===== src/rtl/duty_table_access_ctrl_pkg.sv =====
// Shared types and constants for the duty table access controller.
// Holds the queued write record, the window state encoding and the threshold reset value.
package duty_table_access_ctrl_pkg;

  localparam logic [15:0] FULL_WIDTH_START_INIT = 16'd65025;

  typedef struct packed {
    logic [15:0] addr;
    logic [7:0]  data;
  } wr_req_t;

  localparam int WR_REQ_W = $bits(wr_req_t);

  typedef enum logic {
    ST_IDLE = 1'b0,
    ST_READ = 1'b1
  } duty_access_state_t;

endpackage


===== src/rtl/duty_table_access_ctrl_sync_fifo.sv =====
// Small synchronous FIFO with an active-low synchronous reset and occupancy count.
// DEPTH must be a power of two so the pointers wrap naturally.
module sync_fifo #(
  parameter int WIDTH = 24,
  parameter int DEPTH = 4
) (
  input  logic                     i_clk,
  input  logic                     i_resetn,
  input  logic                     i_push,
  input  logic [WIDTH-1:0]         i_data,
  input  logic                     i_pop,
  output logic [WIDTH-1:0]         o_data,
  output logic                     o_full,
  output logic                     o_empty,
  output logic [$clog2(DEPTH):0]   o_count
);

  localparam int AW = $clog2(DEPTH);
  localparam logic [AW:0] FULL_COUNT = (AW+1)'(DEPTH);

  logic [WIDTH-1:0] r_mem [DEPTH];
  logic [AW-1:0]    r_wrPtr;
  logic [AW-1:0]    r_rdPtr;
  logic [AW:0]      r_count;
  logic             w_push;
  logic             w_pop;

  assign o_full  = (r_count == FULL_COUNT);
  assign o_empty = (r_count == '0);
  assign w_push  = i_push && !o_full;
  assign w_pop   = i_pop && !o_empty;
  assign o_data  = r_mem[r_rdPtr];
  assign o_count = r_count;

  always_ff @(posedge i_clk) begin
    if (!i_resetn) begin
      r_wrPtr <= '0;
      r_rdPtr <= '0;
      r_count <= '0;
    end else begin
      if (w_push) r_wrPtr <= r_wrPtr + 1'b1;
      if (w_pop)  r_rdPtr <= r_rdPtr + 1'b1;
      case ({w_push, w_pop})
        2'b10:   r_count <= r_count + 1'b1;
        2'b01:   r_count <= r_count - 1'b1;
        default: r_count <= r_count;
      endcase
    end
  end

  // Storage carries no reset; only the pointers define what is valid.
  always_ff @(posedge i_clk) begin
    if (w_push) r_mem[r_wrPtr] <= i_data;
  end

endmodule


===== src/rtl/duty_table_access_ctrl.sv =====
// Arbitrates the duty table BRAM between encoder burst reads and queued CPU writes.
// Writes and threshold changes only take effect outside a read window.
module duty_table_access_ctrl #(
  parameter int          DEPTH                 = 249,
  parameter int          GUARD                 = 4,
  parameter int          WR_FIFO_DEPTH         = 4,
  parameter logic [15:0] FULL_WIDTH_START_INIT = duty_table_access_ctrl_pkg::FULL_WIDTH_START_INIT
) (
  input  logic                             CLK,
  input  logic                             RESETN,
  input  logic                             DIN_VALID,
  input  logic [15:0]                      RD_IDX,
  output logic [7:0]                       RD_VALUE,
  input  logic                             WR_VALID,
  output logic                             WR_READY,
  input  logic [15:0]                      WR_ADDR,
  input  logic [7:0]                       WR_DATA,
  input  logic [15:0]                      FWS_IN,
  input  logic                             FWS_UPDATE,
  output logic [15:0]                      FWS_OUT,
  output logic [15:0]                      BRAM_ADDR,
  output logic                             BRAM_WE,
  output logic [7:0]                       BRAM_DIN,
  input  logic [7:0]                       BRAM_DOUT,
  output logic                             BUSY,
  output logic [$clog2(WR_FIFO_DEPTH):0]   PENDING
);

  import duty_table_access_ctrl_pkg::*;

  localparam int            WIN      = DEPTH + GUARD;
  localparam int            CW       = $clog2(WIN);
  localparam logic [CW-1:0] LAST_CNT = CW'(WIN - 1);

  duty_access_state_t r_state;
  duty_access_state_t w_nextState;
  logic [CW-1:0]      r_winCnt;
  logic [15:0]        r_fwsPend;
  logic               r_fwsPendFlag;
  logic               w_readSel;
  logic               w_fwsSlot;
  logic               w_pop;
  logic               w_full;
  logic               w_empty;
  wr_req_t            w_pushReq;
  wr_req_t            w_head;
  logic [WR_REQ_W-1:0] w_headBits;

  assign w_pushReq = '{addr: WR_ADDR, data: WR_DATA};
  assign w_head    = wr_req_t'(w_headBits);
  assign WR_READY  = !w_full;
  assign BRAM_DIN  = w_head.data;
  assign RD_VALUE  = BRAM_DOUT;

  sync_fifo #(
    .WIDTH (WR_REQ_W),
    .DEPTH (WR_FIFO_DEPTH)
  ) u_wrFifo (
    .i_clk    (CLK),
    .i_resetn (RESETN),
    .i_push   (WR_VALID),
    .i_data   (w_pushReq),
    .i_pop    (w_pop),
    .o_data   (w_headBits),
    .o_full   (w_full),
    .o_empty  (w_empty),
    .o_count  (PENDING)
  );

  always_ff @(posedge CLK) begin
    if (!RESETN) r_state <= ST_IDLE;
    else         r_state <= w_nextState;
  end

  always_comb begin
    w_nextState = r_state;
    case (r_state)
      ST_IDLE: if (DIN_VALID)             w_nextState = ST_READ;
      ST_READ: if (r_winCnt == LAST_CNT)  w_nextState = ST_IDLE;
      default:                            w_nextState = ST_IDLE;
    endcase
  end

  // Counter sits at zero outside a window so a new burst always starts from 0.
  always_ff @(posedge CLK) begin
    if (!RESETN)                                           r_winCnt <= '0;
    else if (r_state == ST_READ && w_nextState == ST_READ) r_winCnt <= r_winCnt + 1'b1;
    else                                                   r_winCnt <= '0;
  end

  always_comb begin
    w_readSel = (r_state == ST_READ) || DIN_VALID;
    BUSY      = (r_state == ST_READ);
    BRAM_ADDR = RD_IDX;
    BRAM_WE   = 1'b0;
    w_pop     = 1'b0;
    if (!w_readSel && !w_empty) begin
      BRAM_ADDR = w_head.addr;
      BRAM_WE   = 1'b1;
      w_pop     = 1'b1;
    end
  end

  // A strobe arriving while an older value is being applied stays pending for a later slot.
  assign w_fwsSlot = (r_state == ST_IDLE) && !DIN_VALID;

  always_ff @(posedge CLK) begin
    if (!RESETN) begin
      FWS_OUT       <= FULL_WIDTH_START_INIT;
      r_fwsPend     <= FULL_WIDTH_START_INIT;
      r_fwsPendFlag <= 1'b0;
    end else if (w_fwsSlot && r_fwsPendFlag) begin
      FWS_OUT       <= r_fwsPend;
      r_fwsPendFlag <= FWS_UPDATE;
      if (FWS_UPDATE) r_fwsPend <= FWS_IN;
    end else if (w_fwsSlot && FWS_UPDATE) begin
      FWS_OUT <= FWS_IN;
    end else if (FWS_UPDATE) begin
      r_fwsPend     <= FWS_IN;
      r_fwsPendFlag <= 1'b1;
    end
  end

endmodule


===== config.mk =====
export PLATFORM = sky130hd
export DESIGN_NAME = duty_table_access_ctrl
export DESIGN_NICKNAME = d
export VERILOG_FILES = /design/src/rtl/duty_table_access_ctrl_pkg.sv /design/src/rtl/duty_table_access_ctrl_sync_fifo.sv /design/src/rtl/duty_table_access_ctrl.sv
export SDC_FILE = /design/constraint.sdc
export NUM_CORES = 1
export LEC_CHECK = 0
export BUFFER_PORTS_ARGS = -buffer_cell sky130_fd_sc_hd__buf_2
export CORE_MARGIN = 5
export CORE_UTILIZATION = 25
export DETAILED_ROUTE_END_ITERATION = 8
export GPL_TIMING_DRIVEN = 0
export HOLD_SLACK_MARGIN = 0.1
export SETUP_SLACK_MARGIN = 0.5
export SYNTH_ARGS = -nofsm -noshare
export SYNTH_HDL_FRONTEND = slang
export SYNTH_SLANG_ARGS = --single-unit
export TNS_END_PERCENT = 20

===== constraint.sdc =====
create_clock -name CLK -period 4.8 [get_ports CLK]
set_clock_uncertainty 0.05 [all_clocks]
set_input_delay 1.44 -clock CLK [delete_from_list [all_inputs] [get_ports CLK]]
set_output_delay 1.44 -clock CLK [all_outputs]
set_load 0.01 [all_outputs]

==> impl_metrics.env, run 1 <==
export IMPL_synth_area_leaders="edfxtp_1, dfxtp_1, mux4_2"
export IMPL_cp_max_fo=10
export IMPL_antenna_cells=0
export IMPL_slew_headroom=0.138
export IMPL_final_nets=640
export IMPL_status="finished clean"
export IMPL_cts_resized=0
export IMPL_synthAdderAreaFrac=0.0178
export IMPL_path_class="in2out"
export IMPL_dp_hpwl_microns=9240
export IMPL_report_final_slew_viol_count=0
export IMPL_h_tree_depth=4
export IMPL_yosys_top_cells_count="edfxtp_1, nand2_1, dfxtp_1"
export IMPL_crit_required_ns=3.31
export IMPL_grt_max_degree=25
export IMPL_hold_viol_final=0
export IMPL_fin_crit_sh=0.856
export IMPL_min_path_type="reg2reg"
export IMPL_clockBufferDepth=2
export IMPL_vias=3821
export IMPL_first_pass_iters=6
export IMPL_ys_seq_area_frac=0.645
export IMPL_p_per_area_mw_per_mm2=450
export IMPL_synth_ff_type="edfxtp_1"
export IMPL_yosysMostFrequentCell="edfxtp_1"
export IMPL_finalWirelength_microns=13400
export IMPL_die_h_microns=166
export IMPL_leakage_nw=2.76
export IMPL_grt_total_usage=0.100
export IMPL_drt_first_iter_violations=196
export IMPL_finalCriticalPeriod_ns=4.11
export IMPL_synth_top_family_by_area="multiplexers"
export IMPL_cp_end_kind="output port"
export IMPL_antenna_found_initial=0
export IMPL_ys_types=44
export IMPL_start_util=0.251
export IMPL_max_freq_mhz=243
export IMPL_rows=57
export IMPL_io_pins=123
export IMPL_grt_pass1_vias=3951
export IMPL_max_cap_violations=0
export IMPL_via_per_inst=4.25
export IMPL_grt_overflow=0
export IMPL_rsz0062_at_grt="false"
export IMPL_worst_pin_slew_ns=1.29
export IMPL_synth_largest_area_cell="edfxtp_1"
export IMPL_syn_nets=509
export IMPL_yosysTopAreaCellShare=0.476
export IMPL_drive_above_1_share=0.384
export IMPL_synth_mux_area_frac=0.119
export IMPL_clk_pin_slew_worst_paths_ns=0.06
export IMPL_cts_hold_buf=0
export IMPL_cts_buffers_inserted=17
export IMPL_design_die_area_sq_mm=0.0274
export IMPL_cts_root_buf="clkbuf_16"
export IMPL_drc_errors=0
export IMPL_io_buffers=110
export IMPL_synth_cell_area_sq_mm=0.00606
export IMPL_grt_pass1_wl_microns=21900
export IMPL_async_flop_share=0
export IMPL_synthesis_instances=432
export IMPL_synth_edf_count=96
export IMPL_syn2layout_area_growth_pct=25.4
export IMPL_synth_warnings=0
export IMPL_finalSetupViolCount=0
export IMPL_tns_ns=0
export IMPL_gp_congestion=0.779
export IMPL_core_area_sq_mm=0.0241
export IMPL_ir_drop_v=0.000247
export IMPL_finalPower_mw=3.42
export IMPL_synth_compound_area_frac=0.0798
export IMPL_ant_nets=0
export IMPL_syn_mean_instance_area_sq_um=14.0
export IMPL_synth_simple_area_share=0.0917
export IMPL_cts_sinks=147
export IMPL_synth_seq_cells=147
export IMPL_cts_tree="yes"
export IMPL_die_width_microns=166
export IMPL_cp_start_kind="input pin"
export IMPL_clk_latency_ns=0.42
export IMPL_synthXorXnorAreaFrac=0.00579
export IMPL_crit_arrival_ns=2.62
export IMPL_avgRoutedWirePerCell_microns=14.8
==> flip-flops by register name (all words and copies together) (netlist names), named ones only <==
| name | count |
|---|---|
| u_wrFifo.r_wrPtr | 2 |
| u_wrFifo.r_mem | 96 |
| u_wrFifo.r_rdPtr | 2 |
| u_wrFifo.o_count | 3 |
| FWS_OUT | 16 |
| r_fwsPendFlag | 1 |
| r_fwsPend | 16 |
| r_winCnt | 8 |
| BUSY | 1 |
==> metrics by stage <==
stage	area (sq um)	worst slack, ns	cells	hold WS [ns]	util
6_report	7600	0.690	900	0.404	0.315
5_1_grt	7600	0.646	900	0.430	0.315
4_1_cts	7600	0.682	900	0.405	0.315
3_5_place_dp	7010	0.414	866	0.397	0.291
3_3_place_gp	7010	0.406	866	0.397	0.291
2_1_floorplan	6060	0.768	432	0.387	-
==> final timing paths <==
| check | slack [ns] | startpoint | cells past startpoint | to |
|---|---|---|---|---|
| max | 0.69 | DIN_VALID | 6 | BRAM_ADDR[11] |
| min reg2reg | 0.40 | r_fwsPend[1] | 2 | r_fwsPend[1] |
| max reg2reg | 2.45 | u_wrFifo.o_count[2] | 9 | u_wrFifo.o_count[2] |
| min | 0.40 | r_fwsPend[1] | 2 | r_fwsPend[1] |
==> logic make-up (layout without fill, tap and decap cells) <==
logic type,after synthesis,count (layout)
compound gates,69,69
xor+xnor,4,4
fa+ha+maj,8,8
buf+inv,45,189
flops,147,147
mux,40,40
simple gates,119,119
==> report_power, final <==
part	total, mW	leakage (nW)	switching (mW)	internal (mW)
Clock	1.28	0.275	0.555	0.729
Sequential	1.50	1.30	0.0452	1.45
Combinational	0.633	1.19	0.330	0.303
==> area by class of cell <==
cell class                      count  area, sq um
Fill cell                        2444        16500
Clock buffer                       18          429
Buffer                             34          209
Inverter                           11         41.3
Tap cell                          324          405
Sequential cell                   147         3900
Multi-Input combinational cell    240         1900
Timing Repair Buffer              112          566
Clock inverter                     14          140
==> cell usage in the layout, fill, tap and decap left out, drive strengths merged, types with 5 or more instances in the layout <==
cell type and n:
o221a 8, buf 138, clkbuf 26, nand2 57, edfxtp 96, nor2 21
mux4 24, a21oi 25, dfxtp 51, inv 18, nor3 6, ha 7
a221o 8, nor2b 5, mux2 16, o21ai 14, nand3 15
==> timing repair <==
action	4_1_cts	5_1_grt
endpoints found under the hold margin	0	0
setup buffers	2	0
setup endpoints to repair	9	0
==> worst max-delay path: stages <==
cell	delay (ns)
buf_6	0.12
or2_4	0.28
nor2_4	0.11
buf_6	0.18
mux2_2	0.35
buf_2	0.14
==> metal layers <==
metal,part of all wire,wire length (microns),track usage,vias to the layer above
li1,-,-,-,1882
met1,0.47,6290,0.134,1798
met2,0.45,6070,0.151,131
met3,0.067,900,0.0417,10
met4,0.0072,96,0.0237,0
met5,0,0,0,-
Power figures use the tool's default switching activity.
==> inputs of run 2 (changes only) <==
--- a/config.mk
+++ b/config.mk
@@ -6,11 +6,13 @@
 export NUM_CORES = 1
 export LEC_CHECK = 0
 export BUFFER_PORTS_ARGS = -buffer_cell sky130_fd_sc_hd__buf_2
-export CORE_MARGIN = 5
+export CELL_PAD_IN_SITES_DETAIL_PLACEMENT = 0
+export CELL_PAD_IN_SITES_GLOBAL_PLACEMENT = 1
 export CORE_UTILIZATION = 25
 export DETAILED_ROUTE_END_ITERATION = 8
-export GPL_TIMING_DRIVEN = 0
+export GPL_TIMING_DRIVEN = 1
 export HOLD_SLACK_MARGIN = 0.1
+export PLACE_DENSITY_LB_ADDON = 0.1
 export SETUP_SLACK_MARGIN = 0.5
 export SYNTH_ARGS = -nofsm -noshare
 export SYNTH_HDL_FRONTEND = slang
==> run 2 against run 1 <==
Final cell count is 3.6% lower. Fmax is 2.8% lower. Final area is 1.0% lower. Total power is 3.3% higher. Via count is 0.42% higher. Critical path depth stayed put. Sequential share of layout area is 0.54 points higher. Count of clock-buffer cells in the layout is 1 lower. Clock power is 10% higher. Largest power group unchanged. Highest routed layer unchanged.
==> impl_metrics.env, run 2 (synthesis gave the netlist of run 1 again) <==
export IMPL_max_cap_violations=0
export IMPL_first_pass_iters=4
export IMPL_grt_max_degree=35
export IMPL_final_nets=613
export IMPL_drive_above_1_share=0.375
export IMPL_min_path_type="reg2reg"
export IMPL_rsz0062_at_grt="false"
export IMPL_h_tree_depth=4
export IMPL_leakage_nw=2.72
export IMPL_finalWirelength_microns=13700
export IMPL_vias=3837
export IMPL_clockBufferDepth=2
export IMPL_io_pins=123
export IMPL_grt_total_usage=0.117
export IMPL_start_util=0.256
export IMPL_cpMaxStageDelayCell="mux2_2"
export IMPL_io_buffers=106
export IMPL_syn2layout_area_growth_pct=24.2
export IMPL_final_cell_mix="buf_2, edfxtp_1, nand2_1, dfxtp_1, a21oi_1"
export IMPL_cp_max_fo=15
export IMPL_cts_tree="yes"
export IMPL_rows=56
export IMPL_report_final_slew_viol_count=0
export IMPL_cts_buffers_inserted=17
export IMPL_finalCriticalPeriod_ns=4.23
export IMPL_antenna_found_initial=0
export IMPL_finalPower_mw=3.53
export IMPL_crit_required_ns=3.31
export IMPL_via_per_inst=4.42
export IMPL_setup_ws_ns=0.572
export IMPL_die_h_microns=158
export IMPL_seqCellArea_sq_mm=0.00391
export IMPL_crit_arrival_ns=2.74
export IMPL_avgRoutedWirePerCell_microns=15.8
export IMPL_path_class="in2out"
export IMPL_multi_input_area_sq_mm=0.00190
export IMPL_finalSetupViolCount=0
export IMPL_dp_slack_ns=0.422
export IMPL_cp_end_kind="output port"
export IMPL_cp_start_kind="input pin"
export IMPL_die_width_microns=158
export IMPL_cts_hold_buf=0
export IMPL_fin_crit_sh=0.881
export IMPL_layout_commonest_cell="buf_2"
export IMPL_cpPeakStageDelay_ns=0.35
export IMPL_clk_pin_slew_worst_paths_ns=0.06
export IMPL_fillers=2395
export IMPL_p_per_area_mw_per_mm2=469
export IMPL_ir_drop_v=0.000219
export IMPL_tns_ns=0
export IMPL_cts_root_buf="clkbuf_16"
export IMPL_min_path_cells=2
export IMPL_slew_headroom=0.351
export IMPL_clk_latency_ns=0.41
export IMPL_grt_overflow=0
export IMPL_crit_path_frequent_cell="buf_2"
export IMPL_ant_nets=0
export IMPL_design_die_area_sq_mm=0.0249
export IMPL_max_freq_mhz=237
export IMPL_drt_first_iter_violations=179
export IMPL_drc_errors=0
export IMPL_rr_worst_depth=9
export IMPL_grt_pass1_wl_microns=21400
export IMPL_top_regs="u_wrFifo.r_mem (96), FWS_OUT (16), r_fwsPend (16)"
export IMPL_worst_pin_slew_ns=0.972
export IMPL_gp_congestion=0.689
export IMPL_top_register="u_wrFifo.r_mem"
export IMPL_status="finished clean"
export IMPL_largest_reg_flops=96
export IMPL_core_area_sq_mm=0.0236
export IMPL_antenna_cells=0
export IMPL_hold_viol_final=0
export IMPL_dp_hpwl_microns=8890
export IMPL_crit_chain="buf_2, or2_4, nor2_4, buf_12, mux2_2, buf_2"
export IMPL_grt_pass1_vias=3989
export IMPL_cts_sinks=147
-- run 2: changes by cell type in the layout (fill, tap and decap cells not counted), sizes merged --
cell      delta
buf         -19
bufinv       +2
clkbuf       -9
clkinv       -2
clkinvlp     -1
inv          +2
-- run 2: final cells by class --
class	count	area share
clock buffer	17	0.0566
tap	319	0.0531
sequential	147	0.519
timing repair buffer	119	0.0852
clock inverter	15	0.0275
inverter	11	0.00549
multi-input combinational	240	0.253
-- run 2: timing repair --
item / CTS / global route
pin swaps: 1 / 1
gates cloned: 0 / 0
endpoints found under the setup margin: 15 / 4
buffers inserted: 1 / 0
resized for setup: 0 / 0
-- run 2: metrics by stage --
step / area, sq um / hold slack (ns) / instances / utilization
after floorplan: 6060 / 0.387 / 432 / -
after global placement: 6880 / 0.397 / 835 / 0.291
after detailed placement: 6880 / 0.401 / 835 / 0.291
after CTS: 7520 / 0.410 / 868 / 0.318
after global routing: 7520 / 0.434 / 868 / 0.318
final: 7520 / 0.404 / 868 / 0.318
-- run 2: path summary, 6_finish.rpt --
check        slack (ns)             endpoint         start
max                0.57         BRAM_ADDR[0]     DIN_VALID
min                0.40         r_fwsPend[1]  r_fwsPend[1]
min reg2reg        0.40         r_fwsPend[1]  r_fwsPend[1]
max reg2reg        2.29  u_wrFifo.o_count[2]          BUSY
-- run 2: power breakdown --
part           internal, mW  switching [mW]  leakage, nW  total [mW]
Combinational         0.291           0.322         1.11       0.613
Sequential             1.45          0.0522         1.30        1.50
Clock                 0.844           0.566        0.309        1.41
-- run 2: routing by layer --
metal  vias to the layer above  track usage  wire (microns)
li1                       1828            -               -
met1                      1889        0.147            6380
met2                       104        0.192            6550
met3                        16       0.0315             612
met4                         0       0.0467             184
met5                         -            0               0
-- run 2: worst max-delay path, delay by kind of cell --
family                 cells  cell delay [ns]
AND/OR/NAND/NOR            2             0.47
multiplexers               1             0.35
buffers and inverters      3             0.47
==> inputs of run 3 (changes only) <==
--- a/config.mk
+++ b/config.mk
@@ -6,13 +6,14 @@
 export NUM_CORES = 1
 export LEC_CHECK = 0
 export BUFFER_PORTS_ARGS = -buffer_cell sky130_fd_sc_hd__buf_2
-export CELL_PAD_IN_SITES_DETAIL_PLACEMENT = 0
-export CELL_PAD_IN_SITES_GLOBAL_PLACEMENT = 1
+export CELL_PAD_IN_SITES_DETAIL_PLACEMENT = 1
+export CELL_PAD_IN_SITES_GLOBAL_PLACEMENT = 2
 export CORE_UTILIZATION = 25
 export DETAILED_ROUTE_END_ITERATION = 8
 export GPL_TIMING_DRIVEN = 1
 export HOLD_SLACK_MARGIN = 0.1
 export PLACE_DENSITY_LB_ADDON = 0.1
+export RECOVER_POWER = 25
 export SETUP_SLACK_MARGIN = 0.5
 export SYNTH_ARGS = -nofsm -noshare
 export SYNTH_HDL_FRONTEND = slang
==> run 3 against run 2 <==
Routed wire length up 6.6%. Clock power down 6%. Register-to-register slack worse by 0.08 ns. Non-clock buffer count down 2. Die area unchanged. Setup slack worse by 0.0060 ns. Sequential share of layout area up 0.53 points. Combinational power down 6.0%. Largest power group unchanged. First-iteration DRC count down 6.1%. Final area down 1.0%. Worst hold slack better by 0.0065 ns.
==> impl_metrics.env, run 3 (synthesis gave the netlist of run 1 again) <==
export IMPL_status="finished clean"
export IMPL_h_tree_depth=4
export IMPL_p_int_mw=2.48
export IMPL_largest_reg_flops=96
export IMPL_crit_chain="buf_2, or2_4, nor2_4, buf_12, mux2_2, buf_2"
export IMPL_clk_pin_slew_worst_paths_ns=0.07
export IMPL_critPathTopFamily="buffers and inverters"
export IMPL_path_class="in2out"
export IMPL_cp_end_kind="output port"
export IMPL_report_final_slew_viol_count=0
export IMPL_fillers=2581
export IMPL_core_area_sq_mm=0.0236
export IMPL_worst_pin_slew_ns=1.09
export IMPL_slew_headroom=0.275
export IMPL_final_nets=611
export IMPL_grt_pass1_vias=3999
export IMPL_cpMaxStageDelayCell="mux2_2"
export IMPL_grt_pass1_wl_microns=22500
export IMPL_crit_arrival_ns=2.74
export IMPL_ir_drop_v=0.000177
export IMPL_max_freq_mhz=236
export IMPL_clock_power_share=0.385
export IMPL_clk_latency_ns=0.42
export IMPL_cp_start_kind="input pin"
export IMPL_cts_buffers_inserted=17
export IMPL_first_pass_iters=4
export IMPL_drt_first_iter_violations=168
export IMPL_cpPeakStageDelay_ns=0.35
export IMPL_leakage_nw=2.63
export IMPL_rows=56
export IMPL_crit_required_ns=3.31
export IMPL_hold_viol_final=0
export IMPL_grt_max_degree=27
export IMPL_finalCriticalPeriod_ns=4.23
export IMPL_multi_input_area_sq_mm=0.00190
export IMPL_crit_path_frequent_cell="buf_2"
export IMPL_rsz0062_at_grt="false"
export IMPL_seqCellArea_sq_mm=0.00391
export IMPL_crit_buf_inv=3
export IMPL_final_cell_mix="edfxtp_1, buf_2, nand2_1, dfxtp_1, a21oi_1"
export IMPL_finalSetupViolCount=0
export IMPL_p_sw_uw=966
export IMPL_drc_errors=0
export IMPL_die_width_microns=158
export IMPL_die_h_microns=158
export IMPL_r2r_slack_ns=2.21
export IMPL_design_die_area_sq_mm=0.0249
export IMPL_cts_tree="yes"
export IMPL_cts_sinks=147
export IMPL_switching_share=0.281
export IMPL_vias=3860
export IMPL_tns_ns=0
export IMPL_clockBufferDepth=2
export IMPL_p_per_area_mw_per_mm2=462
export IMPL_cts_root_buf="clkbuf_16"
export IMPL_avgRoutedWirePerCell_microns=16.9
export IMPL_start_util=0.256
export IMPL_top_register="u_wrFifo.r_mem"
export IMPL_dp_hpwl_microns=9580
export IMPL_top_regs="u_wrFifo.r_mem (96), FWS_OUT (16), r_fwsPend (16)"
export IMPL_p_seq_frac=0.447
export IMPL_cts_setup_buffers=0
export IMPL_io_pins=123
export IMPL_antenna_found_initial=1
export IMPL_min_path_type="reg2reg"
export IMPL_gp_congestion=0.695
export IMPL_max_cap_violations=0
export IMPL_grt_overflow=0
export IMPL_cp_max_fo=17
export IMPL_grt_total_usage=0.123
export IMPL_via_per_inst=4.45
export IMPL_syn2layout_area_growth_pct=22.9
export IMPL_finalPower_mw=3.44
export IMPL_ant_nets=0
export IMPL_combPwrFrac=0.167
export IMPL_layout_commonest_cell="edfxtp_1"
export IMPL_drive_above_1_share=0.338
export IMPL_fin_crit_sh=0.882
export IMPL_finalWirelength_microns=14600
export IMPL_io_buffers=106
==> run 3: changes by cell type in the layout (fill, tap and decap cells not counted), sizes merged <==
cell      before  now
clkinvlp       1    2
bufinv         3    1
inv           20   19
buf          119   98
clkbuf        17   36
clkinv         2    4
diode          0    1
==> run 3: stage by stage <==
stage                     hold WS (ns)  area, sq um  utilization  setup slack, ns  cells
final                            0.410         7440        0.315            0.566    867
after global routing             0.432         7440        0.315            0.510    866
after CTS                        0.410         7460        0.316            0.506    866
after detailed placement         0.400         6860        0.291            0.416    834
after global placement           0.395         6860        0.291            0.450    834
after floorplan                  0.387         6060            -            0.768    432
==> run 3: final timing paths <==
path | from | endpoint | depth (start not counted)
setup / recovery | DIN_VALID | BRAM_ADDR[14] | 6
hold / removal | r_fwsPend[3] | r_fwsPend[3] | 2
setup reg to reg | BUSY | u_wrFifo.o_count[2] | 9
hold reg to reg | r_fwsPend[3] | r_fwsPend[3] | 2
==> run 3: power by group through the flow <==
stage                     clock [mW]  combinational (mW)  sequential, mW
after detailed placement           0               0.584            1.57
after global routing            1.42               0.635            1.56
after global placement             0               0.578            1.57
final                           1.33               0.576            1.54
after CTS                       1.37               0.594            1.55
after floorplan                    0               0.419            1.52
==> run 3: final cells by class <==
cell class / instances / share of cell area
clock inverter: 15 / 0.0224
multi-input combinational: 240 / 0.256
clock buffer: 17 / 0.0572
tap: 319 / 0.0536
timing repair buffer: 117 / 0.0809
antenna: 1 / 0.000336
inverter: 11 / 0.00555
sequential: 147 / 0.525
==> run 3: per-layer routing <==
| layer | track usage | part of all wire | vias up |
|---|---|---|---|
| li1 | - | - | 1816 |
| met1 | 0.146 | 0.44 | 1950 |
| met2 | 0.214 | 0.50 | 83 |
| met3 | 0.0304 | 0.041 | 11 |
| met5 | 0 | 0 | - |
| met4 | 0.0430 | 0.012 | 0 |
==> run 3: tightest hold or removal path, delay by kind of cell (launching register included) <==
kind / cells / cell delay [ns]
AO/OA/AOI/OAI: 1 / 0.05
flip-flops: 1 / 0.31
AND/OR/NAND/NOR: 1 / 0.05
==> run 3: what timing repair did <==
action | 4_1_cts | 5_1_grt
gates resized for setup | 2 | 1
hold buffers | 0 | 0
pin swaps | 0 | 1
endpoints found under the setup margin | 16 | 16
